$ cat src/rtl/add_1bit_vector_seq_if.sv
// rtl/add_1bit_vector_seq_if.sv - stimulus/response bus between sequencer and adder pair
//
// Purpose: carries one stimulus vector out to the golden adder and the
// post-route netlist, and carries both of their outputs back.
// Signals:
//   a, b       stimulus operands (sequencer -> adders)
//   vec_valid  a/b hold a live vector (sequencer -> adders)
//   c_golden   golden adder output (adders -> sequencer)
//   c_netlist  post-route netlist output (adders -> sequencer)
// Modports: master = sequencer side, slave = adder-pair side.

interface add_1bit_vector_seq_if;
  logic a;
  logic b;
  logic vec_valid;
  logic c_golden;
  logic c_netlist;

  modport master (
    output a,
    output b,
    output vec_valid,
    input  c_golden,
    input  c_netlist
  );

  modport slave (
    input  a,
    input  b,
    input  vec_valid,
    output c_golden,
    output c_netlist
  );
endinterface

$ cat src/rtl/add_1bit_vector_seq.sv
// rtl/add_1bit_vector_seq.sv - 1-bit adder regression sequencer and result checker
//
// Purpose: drives a/b into the golden adder and the post-route netlist, compares
// their outputs once per vector, accumulates saturating counts and a verdict.
// Optional feature macro: ADD1_SEQ_DIRECTED_EN (adds directed vectors 00,10,01,11
// ahead of the pseudo-random phase).
// Ports:
//   clk, rst        clock (rising edge), synchronous active-high reset
//   start           begin a run (sampled in IDLE/DONE only)
//   vec_if          master side of the stimulus/response bus
//   busy, done      run in progress / run complete (held until start or reset)
//   pass            done with zero mismatches
//   vec_cnt         vectors compared (saturating)
//   mismatch_cnt    failed compares (saturating)
//   first_fail_idx  index of first failing vector, all-ones if none

module add_1bit_vector_seq #(
  parameter int          NUM_RANDOM    = 500,
  parameter int          SETTLE_CYCLES = 1,
  parameter logic [15:0] LFSR_SEED     = 16'hACE1,
  parameter int          CNT_W         = 16
) (
  input  logic                 clk,
  input  logic                 rst,
  input  logic                 start,
  add_1bit_vector_seq_if.master vec_if,
  output logic                 busy,
  output logic                 done,
  output logic                 pass,
  output logic [CNT_W-1:0]     vec_cnt,
  output logic [CNT_W-1:0]     mismatch_cnt,
  output logic [CNT_W-1:0]     first_fail_idx
);

`ifdef ADD1_SEQ_DIRECTED_EN
  localparam int NUM_DIRECTED = 4;
`else
  localparam int NUM_DIRECTED = 0;
`endif
  localparam int NUM_VEC = NUM_DIRECTED + NUM_RANDOM;
  // The vector index is kept wide enough for the whole run independently of
  // CNT_W, so a narrow counter build still knows when the run ends.
  localparam int               IDX_W       = (NUM_VEC > 1) ? $clog2(NUM_VEC) : 1;
  localparam logic [IDX_W-1:0] LAST_IDX    = IDX_W'(NUM_VEC - 1);
  localparam logic [15:0]      SEED        = (LFSR_SEED == 16'h0000) ? 16'h0001 : LFSR_SEED;
  localparam logic [3:0]       SETTLE_LOAD = 4'(SETTLE_CYCLES - 1);

  typedef enum logic [1:0] {S_IDLE, S_SETTLE, S_CHECK, S_DONE} state_t;

  state_t           state_q, state_d;
  logic             a_q, a_d, b_q, b_d;
  logic             valid_q, valid_d;
  logic             busy_q, busy_d, done_q, done_d, pass_q, pass_d;
  logic [15:0]      lfsr_q, lfsr_d;
  logic [IDX_W-1:0] idx_q, idx_d;
  logic [3:0]       settle_q, settle_d;
  logic [CNT_W-1:0] vec_cnt_q, vec_cnt_d;
  logic [CNT_W-1:0] mm_cnt_q, mm_cnt_d;
  logic [CNT_W-1:0] ffi_q, ffi_d;

  logic             mismatch;
  logic             do_load;
  logic [IDX_W-1:0] load_idx;
  logic [15:0]      load_lfsr;

  // Galois right-shift step, feedback mask B400 applied when bit 0 falls out.
  function automatic logic [15:0] lfsr_step(input logic [15:0] s);
    lfsr_step = {1'b0, s[15:1]} ^ (s[0] ? 16'hB400 : 16'h0000);
  endfunction

  always_comb begin
    state_d   = state_q;
    a_d       = a_q;
    b_d       = b_q;
    valid_d   = valid_q;
    busy_d    = busy_q;
    done_d    = done_q;
    pass_d    = pass_q;
    lfsr_d    = lfsr_q;
    idx_d     = idx_q;
    settle_d  = settle_q;
    vec_cnt_d = vec_cnt_q;
    mm_cnt_d  = mm_cnt_q;
    ffi_d     = ffi_q;
    // Case inequality so an X/Z from either adder is reported as a failure.
    mismatch  = (vec_if.c_golden !== vec_if.c_netlist);
    do_load   = 1'b0;
    load_idx  = idx_q + IDX_W'(1);
    load_lfsr = lfsr_q;

    case (state_q)
      S_IDLE, S_DONE: begin
        if (start) begin
          state_d   = S_SETTLE;
          valid_d   = 1'b1;
          busy_d    = 1'b1;
          done_d    = 1'b0;
          pass_d    = 1'b0;
          vec_cnt_d = '0;
          mm_cnt_d  = '0;
          ffi_d     = '1;
          do_load   = 1'b1;
          load_idx  = '0;
          load_lfsr = SEED;
        end
      end
      S_SETTLE: begin
        if (settle_q == 4'd0) begin
          state_d = S_CHECK;
        end else begin
          settle_d = settle_q - 4'd1;
        end
      end
      S_CHECK: begin
        if (vec_cnt_q != '1) begin
          vec_cnt_d = vec_cnt_q + CNT_W'(1);
        end
        if (mismatch) begin
          if (mm_cnt_q != '1) begin
            mm_cnt_d = mm_cnt_q + CNT_W'(1);
          end
          // mismatch_cnt saturates and never returns to zero, so zero means
          // this is the first failure of the run.
          if (mm_cnt_q == '0) begin
            ffi_d = CNT_W'(idx_q);
          end
        end
        if (idx_q == LAST_IDX) begin
          state_d = S_DONE;
          valid_d = 1'b0;
          busy_d  = 1'b0;
          done_d  = 1'b1;
          pass_d  = (mm_cnt_d == '0);
        end else begin
          state_d = S_SETTLE;
          do_load = 1'b1;
        end
      end
      default: state_d = S_IDLE;
    endcase

    if (do_load) begin
      settle_d = SETTLE_LOAD;
      idx_d    = load_idx;
      lfsr_d   = load_lfsr;
`ifdef ADD1_SEQ_DIRECTED_EN
      if (int'(load_idx) < NUM_DIRECTED) begin
        a_d = load_idx[0];
        b_d = load_idx[1];
      end else begin
        a_d    = load_lfsr[0];
        b_d    = load_lfsr[1];
        lfsr_d = lfsr_step(load_lfsr);
      end
`else
      a_d    = load_lfsr[0];
      b_d    = load_lfsr[1];
      lfsr_d = lfsr_step(load_lfsr);
`endif
    end
  end

  always_ff @(posedge clk) begin
    if (rst) begin
      state_q   <= S_IDLE;
      a_q       <= 1'b0;
      b_q       <= 1'b0;
      valid_q   <= 1'b0;
      busy_q    <= 1'b0;
      done_q    <= 1'b0;
      pass_q    <= 1'b0;
      lfsr_q    <= SEED;
      idx_q     <= '0;
      settle_q  <= 4'd0;
      vec_cnt_q <= '0;
      mm_cnt_q  <= '0;
      ffi_q     <= '1;
    end else begin
      state_q   <= state_d;
      a_q       <= a_d;
      b_q       <= b_d;
      valid_q   <= valid_d;
      busy_q    <= busy_d;
      done_q    <= done_d;
      pass_q    <= pass_d;
      lfsr_q    <= lfsr_d;
      idx_q     <= idx_d;
      settle_q  <= settle_d;
      vec_cnt_q <= vec_cnt_d;
      mm_cnt_q  <= mm_cnt_d;
      ffi_q     <= ffi_d;
    end
  end

  assign vec_if.a         = a_q;
  assign vec_if.b         = b_q;
  assign vec_if.vec_valid = valid_q;
  assign busy             = busy_q;
  assign done             = done_q;
  assign pass             = pass_q;
  assign vec_cnt          = vec_cnt_q;
  assign mismatch_cnt     = mm_cnt_q;
  assign first_fail_idx   = ffi_q;

endmodule

$ cat src/flat_wrapper.sv
// flat-port wrapper written by rule: the top's interface ports become plain ports
module add_1bit_vector_seq_flat 
#(
  parameter int          NUM_RANDOM    = 500,
  parameter int          SETTLE_CYCLES = 1,
  parameter logic [15:0] LFSR_SEED     = 16'hACE1,
  parameter int          CNT_W         = 16
)
  (clk, rst, start, busy, done, pass, vec_cnt, mismatch_cnt, first_fail_idx, vec_if_a, vec_if_b, vec_if_vec_valid, vec_if_c_golden, vec_if_c_netlist);
  add_1bit_vector_seq_if vec_if_i ();
  input  logic clk;
  input  logic rst;
  input  logic start;
  output logic busy;
  output logic done;
  output logic pass;
  output logic [CNT_W-1:0] vec_cnt;
  output logic [CNT_W-1:0] mismatch_cnt;
  output logic [CNT_W-1:0] first_fail_idx;
  output wire logic [$bits(vec_if_i.a)-1:0] vec_if_a;
  output wire logic [$bits(vec_if_i.b)-1:0] vec_if_b;
  output wire logic [$bits(vec_if_i.vec_valid)-1:0] vec_if_vec_valid;
  input wire logic [$bits(vec_if_i.c_golden)-1:0] vec_if_c_golden;
  input wire logic [$bits(vec_if_i.c_netlist)-1:0] vec_if_c_netlist;
  assign vec_if_a = vec_if_i.a;
  assign vec_if_b = vec_if_i.b;
  assign vec_if_vec_valid = vec_if_i.vec_valid;
  assign vec_if_i.c_golden = vec_if_c_golden;
  assign vec_if_i.c_netlist = vec_if_c_netlist;
  add_1bit_vector_seq #(.NUM_RANDOM(NUM_RANDOM), .SETTLE_CYCLES(SETTLE_CYCLES), .LFSR_SEED(LFSR_SEED), .CNT_W(CNT_W)) u_core (.clk(clk), .rst(rst), .start(start), .vec_if(vec_if_i), .busy(busy), .done(done), .pass(pass), .vec_cnt(vec_cnt), .mismatch_cnt(mismatch_cnt), .first_fail_idx(first_fail_idx));
endmodule
$ cat config.mk
export PLATFORM = sky130hd
export DESIGN_NAME = add_1bit_vector_seq_flat
export DESIGN_NICKNAME = d
export VERILOG_FILES = /design/src/rtl/add_1bit_vector_seq_if.sv /design/src/rtl/add_1bit_vector_seq.sv /design/src/flat_wrapper.sv
export SDC_FILE = /design/constraint.sdc
export NUM_CORES = 1
export LEC_CHECK = 0
export BUFFER_PORTS_ARGS = -buffer_cell sky130_fd_sc_hd__buf_2
export CORE_AREA = 2 2 86 88
export DETAILED_ROUTE_END_ITERATION = 10
export DIE_AREA = 0 0 88 90
export GPL_ROUTABILITY_DRIVEN = 0
export PLACE_DENSITY = 0.81
export SLEW_MARGIN = 40
export SYNTH_ARGS = -nofsm -noshare
export SYNTH_HDL_FRONTEND = slang
export SYNTH_SLANG_ARGS = --single-unit
$ cat constraint.sdc
create_clock -name clk -period 2.6 [get_ports clk]
set_clock_uncertainty 0.1 [all_clocks]
set_input_delay 0.13 -clock clk [delete_from_list [all_inputs] [get_ports clk]]
set_output_delay 0.13 -clock clk [all_outputs]
set_load 0.05 [all_outputs]
==> summary.md, run 1 <==
| Metric | Value |
|---|---|
| Largest net degree at the start of global routing | `34` |
| Period utilization | `94.0%` |
| CTS tree | `done` |
| Cell with the most instances after synthesis | `dfxtp_1` |
| Filler cells | `587` |
| CTS max path bufs | `2` |
| Core Util, Final | `64.7%` |
| Clock transition at path regs | `0.08 ns` |
| Layout cells sized above 1 | `20.8%` |
| DP HPWL | `6280 um` |
| Detailed Routing Iterations Pass 1 | `4` |
| CP max-delay cell | `dfxtp_1` |
| Syn_area_per_cell | `8.50 sq um` |
| Slew Limit Fails | `0` |
| Setup TNS | `0 ns` |
| Routed Antenna Nets | `0` |
| Number of flops mapped to enable cells by yosys | `0` |
| Yosys reg bits | `78` |
| Setup Slack @ Placement | `0.0633 ns` |
| LEAKAGE | `1.76 nW` |
| Worst hold margin | `0.180 ns` |
| Die area | `7920 sq um` |
| Dominant cell type by area after synthesis | `dfxtp_1` |
| H-tree Lvls | `3` |
| Io pins | `59` |
| Max-cap violations | `0` |
| CP Data Required Time | `2.81 ns` |
| Register share of total power | `43.7%` |
| Num CTS Buffers | `9` |
| Synth area leaders | `dfxtp_1 40%, nor2_1 6.4%, xor2_1 5.2%` |
| DR iter-0 viols | `237` |
| Top FF cell, synth | `dfxtp_1` |
| Multi-input gate area | `2120 sq um` |
| Critical path type | `flip-flop to flip-flop` |
| # port buffers | `58` |
| Post-Syn Area | `3900 sq um` |
| Synth Instances | `459` |
| Initial core utilization | `55.6%` |
| WL per Instance | `14.9 um` |
| Latest clock arrival within the worst-skew pair | `0.37 ns` |
| Sink Count | `78` |
| Final min period | `2.44 ns` |
| Initial antenna violation count | `0` |
| Hold buffers post-CTS | `0` |
| Crit-path cells | `nand4_1 -> or3_1 -> nor3_2 -> mux2_2 -> nor4_1 -> a31o_1` |
| Core footprint | `7020 sq um` |
| N_diodes | `0` |
| FF+latch area | `1560 sq um` |
| Post-Synthesis Net Count | `472` |
| P_int | `2.10 mW` |
| Final Worst Setup Slack | `0.157 ns` |
| Comb pwr share | `14.2%` |
| Worst slew pin tran | `0.682 ns` |
| Fmax | `409 MHz` |
| Synth top cells by count | `78 x dfxtp_1, 66 x nor2_1, 30 x nand2_1` |
| Area share of the largest cell type after synthesis | `40.0%` |
| DR vias/cell | `5.71` |
| Die Y | `90 um` |
| Final Net Count | `523` |
| Sequential element share of the synthesized area | `40.0%` |
| Crit. End Element | `flip-flop` |
| Finish-stage setup viols | `0` |
| FP Rows | `31` |
| Slowest Stage Delay on Critical Path | `0.51 ns` |
| RSZ-0062 raised after global routing | `false` |
| Outcome | `finished clean` |
| Vias in the first global route | `3325` |
| First-pass GRT wire length | `15500 um` |
| Crit-path max FO | `11` |
| Ys Warns | `0` |
| WL final | `9120 um` |
| Clock power share | `42.1%` |
| Die W | `88 um` |
| Sw Pwr | `787 uW` |
| FFs w/ async S/R, synth | `0%` |
| Slew headroom | `54.3%` |
| Via count | `3508` |
| All-Layer GR Usage | `24.2%` |
| Fin. Hold Viols | `0` |
| CP Data Arrival Time | `2.65 ns` |
| Sw Ratio | `27.3%` |
| Post-route DRC violation count | `0` |
| Area Growth Syn to Fin | `16.4%` |
| Class of the worst hold path | `input pin to flip-flop` |
| Peak supply drop | `273 uV` |
| Grt ovf | `0` |
| Startpoint Class | `flip-flop` |
| CTS root buf | `clkbuf_8` |
| PD cells | `635 nW/um^2` |
| Netlist cell types | `55` |
[critical path, delay by kind of cell, from the launching register on]
kind | cells | cell delay, ns
AO/OA/AOI/OAI | 1 | 0.20
AND/OR/NAND/NOR | 4 | 1.22
flip-flops | 1 | 0.51
multiplexers | 1 | 0.36
[registers in the layout (all words and copies together) (netlist names)]
signal / cells
u_core.lfsr_q: 16
u_core.mismatch_cnt: 16
u_core.vec_cnt: 16
u_core.first_fail_idx: 10
u_core.idx_q: 9
u_core.settle_q: 4
u_core.state_q: 2
u_core.done: 1
u_core.pass: 1
u_core.vec_if.a: 1
u_core.vec_if.b: 1
u_core.vec_if.vec_valid: 1
[worst paths after layout]
| check | end | start | slack (ns) | depth (start not counted) |
|---|---|---|---|---|
| min reg2reg | u_core.lfsr_q[5] | u_core.lfsr_q[6] | 0.40 | 2 |
| min | u_core.vec_if.vec_valid | rst | 0.18 | 2 |
| max | u_core.pass | u_core.mismatch_cnt[4] | 0.16 | 6 |
| max reg2reg | u_core.pass | u_core.mismatch_cnt[4] | 0.16 | 6 |
[metrics by stage]
stage	cell area (sq um)	cells	total power, mW
6_report	4540	614	2.88
3_5_place_dp	4240	595	1.69
3_3_place_gp	4230	595	1.68
5_1_grt	4540	614	2.97
4_1_cts	4510	611	2.88
2_1_floorplan	3900	459	1.59
[what timing repair did]
action,in CTS,in global routing
buffers inserted,0,3
endpoints found under the setup margin,0,2
resized for setup,0,2
[layout make-up]
cell class,instances,area share (%)
flip-flops and latches,78,34.4
multi-input cells,335,46.7
inverters,10,0.827
repair buffers,76,9.37
clock inverters,7,3.20
clock buffers,9,2.73
well taps,99,2.73
[power groups by stage]
stage	sequential [mW]	combinational (mW)	clock, mW
finish	1.26	0.409	1.21
global route	1.27	0.443	1.26
CTS	1.26	0.406	1.22
detailed placement	1.29	0.403	0
global placement	1.29	0.393	0
floorplan	1.32	0.276	0
[layout by cell type (no fill, tap or decap), types with 4 or more instances in the layout]
cell       Yosys  layout
a21o_1         4       4
a21oi_1       19      18
a221o_1        4       4
a22oi_1       14      14
and2_1         5       5
and3_1         7       7
and4_1         6       6
buf_2          8      58
buf_4          9      18
bufinv_16      0       4
clkbuf_8       0       9
dfxtp_1       78      77
ha_1           8       8
inv_1         10      10
mux2i_1        4       4
nand2_1       30      30
nand2b_1      16      16
nand3_1       15      15
nand4_1       17      17
nor2_1        66      66
nor3_1        18      17
nor4_1         6       6
o21ai_0        7       7
o22ai_1       14      14
or3_1          5       5
xnor2_1        8       8
xor2_1        23      23
[cells by family after synthesis]
logic type | synth area share, %
AND/OR/NAND/NOR | 26.6
AO/OA/AOI/OAI | 15.8
flip-flops | 40.0
buffers and inverters | 5.94
XOR/XNOR | 7.38
adder cells (fa/ha/maj) | 2.57
multiplexers | 1.60
[per-layer routing]
metal	up-vias	global-route usage [%]	routed length [um]
met4	0	10.5	201
met1	1660	30.9	3950
met5	-	0	0
met2	91	39.6	4490
li1	1738	-	-
met3	19	4.13	478
Power figures use the tool's default switching activity.
==> run 2: changes to the inputs <==
Settings changed: ABC_AREA from default to 1, CORE_AREA 2 2 86 88 to 2 2 93 95, DIE_AREA 0 0 88 90 to 0 0 95 97, PLACE_DENSITY 0.81 to 0.76.
Clock period 2.6 ns to 2.1 ns, I/O delays scaled along.
==> run 2 against run 1 <==
Effect of this change: register-to-register slack got worse by 0.02 ns; maximum frequency increased by 24%; synthesized cell count increased by 31%; worst hold slack got worse by 0.13 ns; first-iteration DRC count decreased by 16%; sequential share of layout area decreased by 2.2 points; clock power about the same; cell count increased by 28%; count of clock-buffer cells in the layout unchanged; utilization decreased by 4.1 points; largest cell class unchanged.
==> summary.md, run 2 <==
| Metric | Value |
|---|---|
| Outcome | `finished clean` |
| First-pass GRT wire length | `17000 um (+10%)` |
| PD cells | `747 nW/um^2 (+18%)` |
| Cell with the most instances after synthesis | `nand2_1` |
| Hold buffers post-CTS | `0 (unchanged)` |
| CTS max path bufs | `2 (unchanged)` |
| Synth area leaders | `dfxtp_1 38%, nand2_1 14%, nand3_1 7.0%` |
| Most frequent cells in the layout | `157 x nand2_1, 61 x dfxtp_1, 60 x inv_1, 58 x buf_2, 54 x nand3_1` |
| DR vias/cell | `5.28 (-7.6%)` |
| Area Growth Syn to Fin | `19.4%` |
| Worst slew pin tran | `0.683 ns (+0.000700 ns)` |
| Filler cells | `733 (+25%)` |
| Clock transition at path regs | `0.09 ns (about the same)` |
| WL final | `10400 um (+14%)` |
| Fin. Hold Viols | `0 (unchanged)` |
| P_int | `2.41 mW (+15%)` |
| Final min period | `1.96 ns (-0.479 ns)` |
| Netlist cell types | `40 (-27%)` |
| Core footprint | `8130 sq um (+16%)` |
| Finish-stage setup viols | `0 (unchanged)` |
| DP HPWL | `7520 um (+20%)` |
| FFs w/ async S/R, synth | `0% (unchanged)` |
| Commonest non-fill, non-tap cell in the layout | `nand2_1` |
| LEAKAGE | `2.13 nW (+21%)` |
| Crit. End Element | `flip-flop` |
| FP Rows | `33 (+6.5%)` |
| Multi-input gate area | `2250 sq um (+6.0%)` |
| CP Data Required Time | `2.25 ns (-0.56 ns)` |
| Sw Pwr | `1.27 mW (+61%)` |
| Post-route DRC violation count | `0 (unchanged)` |
| Synth top cells by count | `159 x nand2_1, 78 x dfxtp_1, 61 x inv_1` |
| Initial antenna violation count | `0 (unchanged)` |
| Register share of total power | `44.4% (+0.7 points)` |
| N_diodes | `0 (unchanged)` |
| Die Y | `97 um (+7.8%)` |
| CTS root buf | `clkbuf_8` |
| # port buffers | `58 (unchanged)` |
| Fmax | `509 MHz (+24%)` |
| Post-Syn Area | `4120 sq um (+5.7%)` |
| Die area | `9220 sq um (+16%)` |
| Placed Area | `4590 sq um (+8.3%)` |
| Syn_area_per_cell | `6.84 sq um (-20%)` |
| Class of the worst hold path | `input pin to flip-flop` |
| Area share of the largest cell type after synthesis | `37.9% (-2.2 points)` |
| Period utilization | `93.5% (-0.44 points)` |
| All-Layer GR Usage | `22.8% (-1.4 points)` |
| Top FF cell, synth | `dfxtp_1` |
| Sequential element share of the synthesized area | `37.9% (-2.2 points)` |
| Clock power share | `32.6% (-9.5 points)` |
| Post-Synthesis Net Count | `616 (+31%)` |
| Vias in the first global route | `3870 (+16%)` |
| Peak supply drop | `694 uV (+150%)` |
| CTS tree | `done` |
| Finished Layout Cells | `786 (+28%)` |
| Critical path type | `flip-flop to flip-flop` |
| Die W | `95 um (+8.0%)` |
| Core Util, Final | `60.5% (-4.1 points)` |
| CP Data Arrival Time | `2.11 ns (-0.54 ns)` |
| Ys Warns | `0 (unchanged)` |
| WL per Instance | `13.3 um (-11%)` |
| Detailed Routing Iterations Pass 1 | `5 (+1)` |
| Setup TNS | `0 ns (unchanged)` |
| Final Worst Setup Slack | `0.136 ns (-0.0210 ns)` |
| Routed Antenna Nets | `0 (unchanged)` |
| Via count | `4149 (+18%)` |
| Num CTS Buffers | `9 (unchanged)` |
| Sink Count | `78 (unchanged)` |
| Crit-path max FO | `13 (+2)` |
| Synth Instances | `603 (+31%)` |
| Largest net degree at the start of global routing | `22 (-35%)` |
| DR iter-0 viols | `198 (-16%)` |
| Max-cap violations | `0 (unchanged)` |
| H-tree Lvls | `3 (unchanged)` |
| Total power | `3.68 mW (+28%)` |
| Yosys reg bits | `78 (unchanged)` |
| Setup Slack @ Placement | `0.00578 ns (-0.0575 ns)` |
| Latest clock arrival within the worst-skew pair | `0.36 ns (about the same)` |
| Worst hold margin | `0.0451 ns (-0.135 ns)` |
| Initial core utilization | `50.7% (-4.9 points)` |
| Comb pwr share | `23.0% (+8.8 points)` |
| FF+latch area | `1590 sq um (+1.4%)` |
| Dominant cell type by area after synthesis | `dfxtp_1` |
| Layout cells sized above 1 | `24.4% (+3.6 points)` |
| Sw Ratio | `34.5% (+7.2 points)` |
| Final Net Count | `689 (+32%)` |
| Slew headroom | `54.4% (+0.15 points)` |
| Number of flops mapped to enable cells by yosys | `0 (unchanged)` |
| Grt ovf | `0 (unchanged)` |
| Post-Place Cells | `766 (+29%)` |
| Startpoint Class | `flip-flop` |
| Post-route design area | `4920 sq um (+8.4%)` |
| Io pins | `59 (unchanged)` |
| Slew Limit Fails | `0 (unchanged)` |
-- run 2: cell types whose count changed after synthesis, moves of 8 or more --
cell | previous run | this run
nor3_1 | 18 | 9
nor2_1 | 66 | 53
a22oi_1 | 14 | 3
nand4_1 | 17 | 8
nand2b_1 | 16 | 0
xor2_1 | 23 | 6
clkbuf_1 | 17 | 9
nand3_1 | 15 | 58
inv_2 | 0 | 9
nand2_1 | 30 | 159
o22ai_1 | 14 | 0
inv_1 | 10 | 61
a21oi_1 | 19 | 47
o21ai_0 | 7 | 28
-- run 2: routing by layer --
metal,part of all wire [%],global-route usage [%]
met1,45,28.2
met4,0.89,6.47
met3,4.5,5.45
met5,0,0
met2,50,39.1
-- run 2: what timing repair did --
item | 4_1_cts | 5_1_grt
pin swaps | 0 | 7
gates cloned | 0 | 1
endpoints found under the setup margin | 9 | 18
gates resized for setup | 1 | 31
setup buffers | 0 | 3
-- run 2: path summary, 6_finish.rpt --
kind                   start               end  slack (ns)  cells past startpoint
min reg2reg      u_core.done       u_core.done        0.36                      2
max          u_core.idx_q[0]  u_core.lfsr_q[1]        0.14                     11
min                      rst  u_core.lfsr_q[1]        0.05                      2
max reg2reg  u_core.idx_q[0]  u_core.lfsr_q[1]        0.14                     11
-- run 2: power by group through the flow --
stage                     Combinational, mW  Clock (mW)  Sequential (mW)
after floorplan                       0.437           0             1.81
after global placement                0.786           0             1.66
after detailed placement              0.800           0             1.67
after CTS                             0.807        1.22             1.64
after global routing                  0.923        1.28             1.65
final                                 0.845        1.20             1.63
-- run 2: cell families (layout without fill, tap and decap cells) --
family                   count (synthesis)  count (layout)  synth area share (%)
XOR/XNOR                                11              11                  2.34
AND/OR/NAND/NOR                        313             314                  33.9
AO/OA/AOI/OAI                          100             100                  13.9
flip-flops                              78              78                  37.9
buffers and inverters                   93             170                  9.53
adder cells (fa/ha/maj)                  8               8                  2.43
-- run 2: critical path, stage by stage, from the launching register on --
cell and delay, ns:
dfxtp_1 0.38, ha_2 0.22, nand2_1 0.06, nor2_1 0.17, nand2_1 0.08, nand2_1 0.10, o21ai_2 0.07, inv_2 0.21
nor2_4 0.10, buf_4 0.15, a22oi_1 0.15, nor2_1 0.05
-- run 2: area by class of cell --
cell class	count	area share (%)
Multi-Input combinational cell	433	45.7
Tap cell	105	2.67
Timing Repair Buffer	82	9.56
Sequential cell	78	32.2
Clock inverter	7	1.78
Clock buffer	9	2.52
Inverter	72	5.59
==> run 3: changes to the inputs <==
Settings changed: ABC_AREA 1 to 0, CORE_AREA 2 2 93 95 to 2 2 91 93, DIE_AREA 0 0 95 97 to 0 0 93 95.
==> run 3 against run 2 <==
Effect of this change: the run now ends with negative setup slack left; die area is 4.1% lower; flip-flop and latch count is the same; critical path depth fell by 4; highest routed layer unchanged.
==> summary.md, run 3 (synthesized netlist as in run 1, its figures left out) <==
| Metric | Value |
|---|---|
| WL per Instance | `15.0 um (+13%)` |
| CP Data Arrival Time | `2.31 ns (+0.20 ns)` |
| Peak supply drop | `289 uV (-58%)` |
| PD cells | `686 nW/um^2 (-8.2%)` |
| RSZ-0062 raised after global routing | `true` |
| Crit. End Element | `flip-flop` |
| Final Net Count | `564 (-18%)` |
| Crit-path max FO | `9 (-4)` |
| Slew headroom | `52.9% (-1.5 points)` |
| Vias in the first global route | `3503 (-9.5%)` |
| Outcome | `finished, violations left` |
| Hold EP | `u_core.idx_q[0]` |
| DR iter-0 viols | `229 (+16%)` |
| Routed Antenna Nets | `0 (unchanged)` |
| Fin. Hold Viols | `0 (unchanged)` |
| Commonest non-fill, non-tap cell in the layout | `nor2_1` |
| Worst R2R End | `u_core.first_fail_idx[5]` |
| DR vias/cell | `5.67 (+7.4%)` |
| First-pass GRT wire length | `16200 um (-4.7%)` |
| Setup slack, reg-to-reg | `-0.06 ns (-0.20 ns)` |
| Sink Count | `78 (unchanged)` |
| CP Data Required Time | `2.25 ns (about the same)` |
| Detailed Routing Iterations Pass 1 | `5 (unchanged)` |
| Fmax | `463 MHz (-9.1%)` |
| Max-cap violations | `0 (unchanged)` |
| CTS root buf | `clkbuf_8` |
| Crit-path cells | `or4_4 -> nor4b_4 -> nand4_2 -> or2_1 -> buf_6 -> o22ai_4 -> nand2b_1` |
| Worst path top cell family by delay | `simple AND/OR/NAND/NOR gates` |
| N_diodes | `0 (unchanged)` |
| WL final | `9890 um (-5.3%)` |
| DP HPWL | `6950 um (-7.6%)` |
| Most frequent cells in the layout | `66 x nor2_1, 59 x buf_2, 59 x dfxtp_1, 56 x buf_4, 28 x nand2_1` |
| Worst r2r path cells | `7 (-4)` |
| LEAKAGE | `1.99 nW (-6.5%)` |
| P_int | `2.44 mW (+1.2%)` |
| Filler cells | `685 (-6.5%)` |
| All-Layer GR Usage | `22.7% (-0.14 points)` |
| # port buffers | `58 (unchanged)` |
| Total power | `3.44 mW (-6.5%)` |
| Crit path buffers/inverters | `1 (-1)` |
| Latest clock arrival within the worst-skew pair | `0.37 ns (about the same)` |
| Via count | `3749 (-9.6%)` |
| Comb pwr share | `17.0% (-6.0 points)` |
| CTS max path bufs | `2 (unchanged)` |
| Slew Limit Fails | `0 (unchanged)` |
| Num CTS Buffers | `9 (unchanged)` |
| CTS tree | `done` |
| Slowest Stage Delay on Critical Path | `0.56 ns (+0.18 ns)` |
| Core footprint | `7930 sq um (-2.5%)` |
| Layout cells sized above 1 | `33.5% (+9.1 points)` |
| Worst min-delay path startpoint | `rst` |
| H-tree Lvls | `3 (unchanged)` |
| Die W | `93 um (-2.1%)` |
| Largest net degree at the start of global routing | `28 (+27%)` |
| Die Y | `95 um (-2.1%)` |
| Io pins | `59 (unchanged)` |
| Worst slew pin tran | `0.703 ns (+0.0199 ns)` |
| Period utilization | `103% (+9.4 points)` |
| Startpoint Class | `flip-flop` |
| Die area | `8840 sq um (-4.1%)` |
| Sw Ratio | `29.1% (-5.4 points)` |
| Post-route DRC violation count | `0 (unchanged)` |
| Final Worst Setup Slack | `-0.0613 ns (-0.197 ns)` |
| Cells on Worst Hold Path | `2 (unchanged)` |
| Clock power share | `37.8% (+5.2 points)` |
| Class of the worst hold path | `input pin to flip-flop` |
| Failing checks | `negative setup slack` |
| Core Util, Final | `63.2% (+2.7 points)` |
| Final min period | `2.16 ns (+0.197 ns)` |
| Grt ovf | `0 (unchanged)` |
| Clock transition at path regs | `0.09 ns (about the same)` |
| Initial core utilization | `49.2% (-1.5 points)` |
| Register share of total power | `45.2% (+0.8 points)` |
| Finish-stage setup viols | `10 (+10)` |
| CP max-delay cell | `or4_4` |
| FP Rows | `33 (unchanged)` |
| Finished Layout Cells | `661 (-16%)` |
| Critical path type | `flip-flop to flip-flop` |
| Area Growth Syn to Fin | `28.5%` |
| Reg-to-reg startpoint | `u_core.mismatch_cnt[4]` |
| Sw Pwr | `1.00 mW (-21%)` |
| Post-Place Cells | `640 (-16%)` |
| Initial antenna violation count | `0 (unchanged)` |
==> run 3: power by group through the flow <==
| stage | clock network (mW) | logic [mW] | registers [mW] |
|---|---|---|---|
| 4_1_cts | 1.32 | 0.548 | 1.55 |
| 5_1_grt | 1.37 | 0.633 | 1.56 |
| 2_1_floorplan | 0 | 0.348 | 1.63 |
| 6_report | 1.30 | 0.584 | 1.56 |
| 3_3_place_gp | 0 | 0.523 | 1.59 |
| 3_5_place_dp | 0 | 0.534 | 1.59 |
==> run 3: how the worst max path moves through the flow <==
stage                                start                       end  slack (ns)  cells past startpoint
finish              u_core.mismatch_cnt[4]  u_core.first_fail_idx[5]       -0.06                      7
global route        u_core.mismatch_cnt[4]               u_core.pass       -0.15                      8
CTS                 u_core.mismatch_cnt[4]  u_core.first_fail_idx[3]       -0.07                      7
detailed placement  u_core.mismatch_cnt[5]               u_core.pass       -0.13                      6
global placement         u_core.state_q[0]          u_core.lfsr_q[3]       -0.08                      6
floorplan           u_core.mismatch_cnt[8]               u_core.pass       -0.12                      8
==> run 3: final cells by class <==
type / count / area, sq um / share of cell area, %
clock inverters: 6 / 93.8 / 1.87
flip-flops and latches: 78 / 1590 / 31.8
repair buffers: 117 / 738 / 14.7
multi-input cells: 335 / 2280 / 45.5
clock buffers: 10 / 138 / 2.75
inverters: 10 / 37.5 / 0.749
well taps: 105 / 131 / 2.62
==> run 3: timing repair <==
| action | 4_1_cts | 5_1_grt |
|---|---|---|
| endpoints found under the setup margin | 15 | 42 |
| pin swaps | 3 | 7 |
| hold endpoints to repair | 0 | 0 |
| buffers inserted | 1 | 3 |
| resized for setup | 8 | 20 |
| hold buffers | 0 | 0 |
| gates cloned | 0 | 1 |
==> run 3: layer usage <==
metal / part of all wire, % / GRT usage (%) / vias up
li1: - / - / 1820
met3: 4.7 / 4.23 / 15
met5: 0 / 0 / -
met1: 42 / 27.9 / 1797
met2: 52 / 40.0 / 117
met4: 1.5 / 7.48 / 0
==> run 3: through the flow <==
step,hold WS [ns],cell area [sq um],TNS (ns),setup WS (ns)
3_5_place_dp,0.369,4600,-0.972,-0.128
2_1_floorplan,0.264,3970,-1.08,-0.117
3_3_place_gp,0.358,4590,-1.31,-0.0776
4_1_cts,0.0658,4890,-0.516,-0.0667
6_report,0.0699,5010,-0.411,-0.0613
5_1_grt,0.0984,5010,-1.01,-0.145
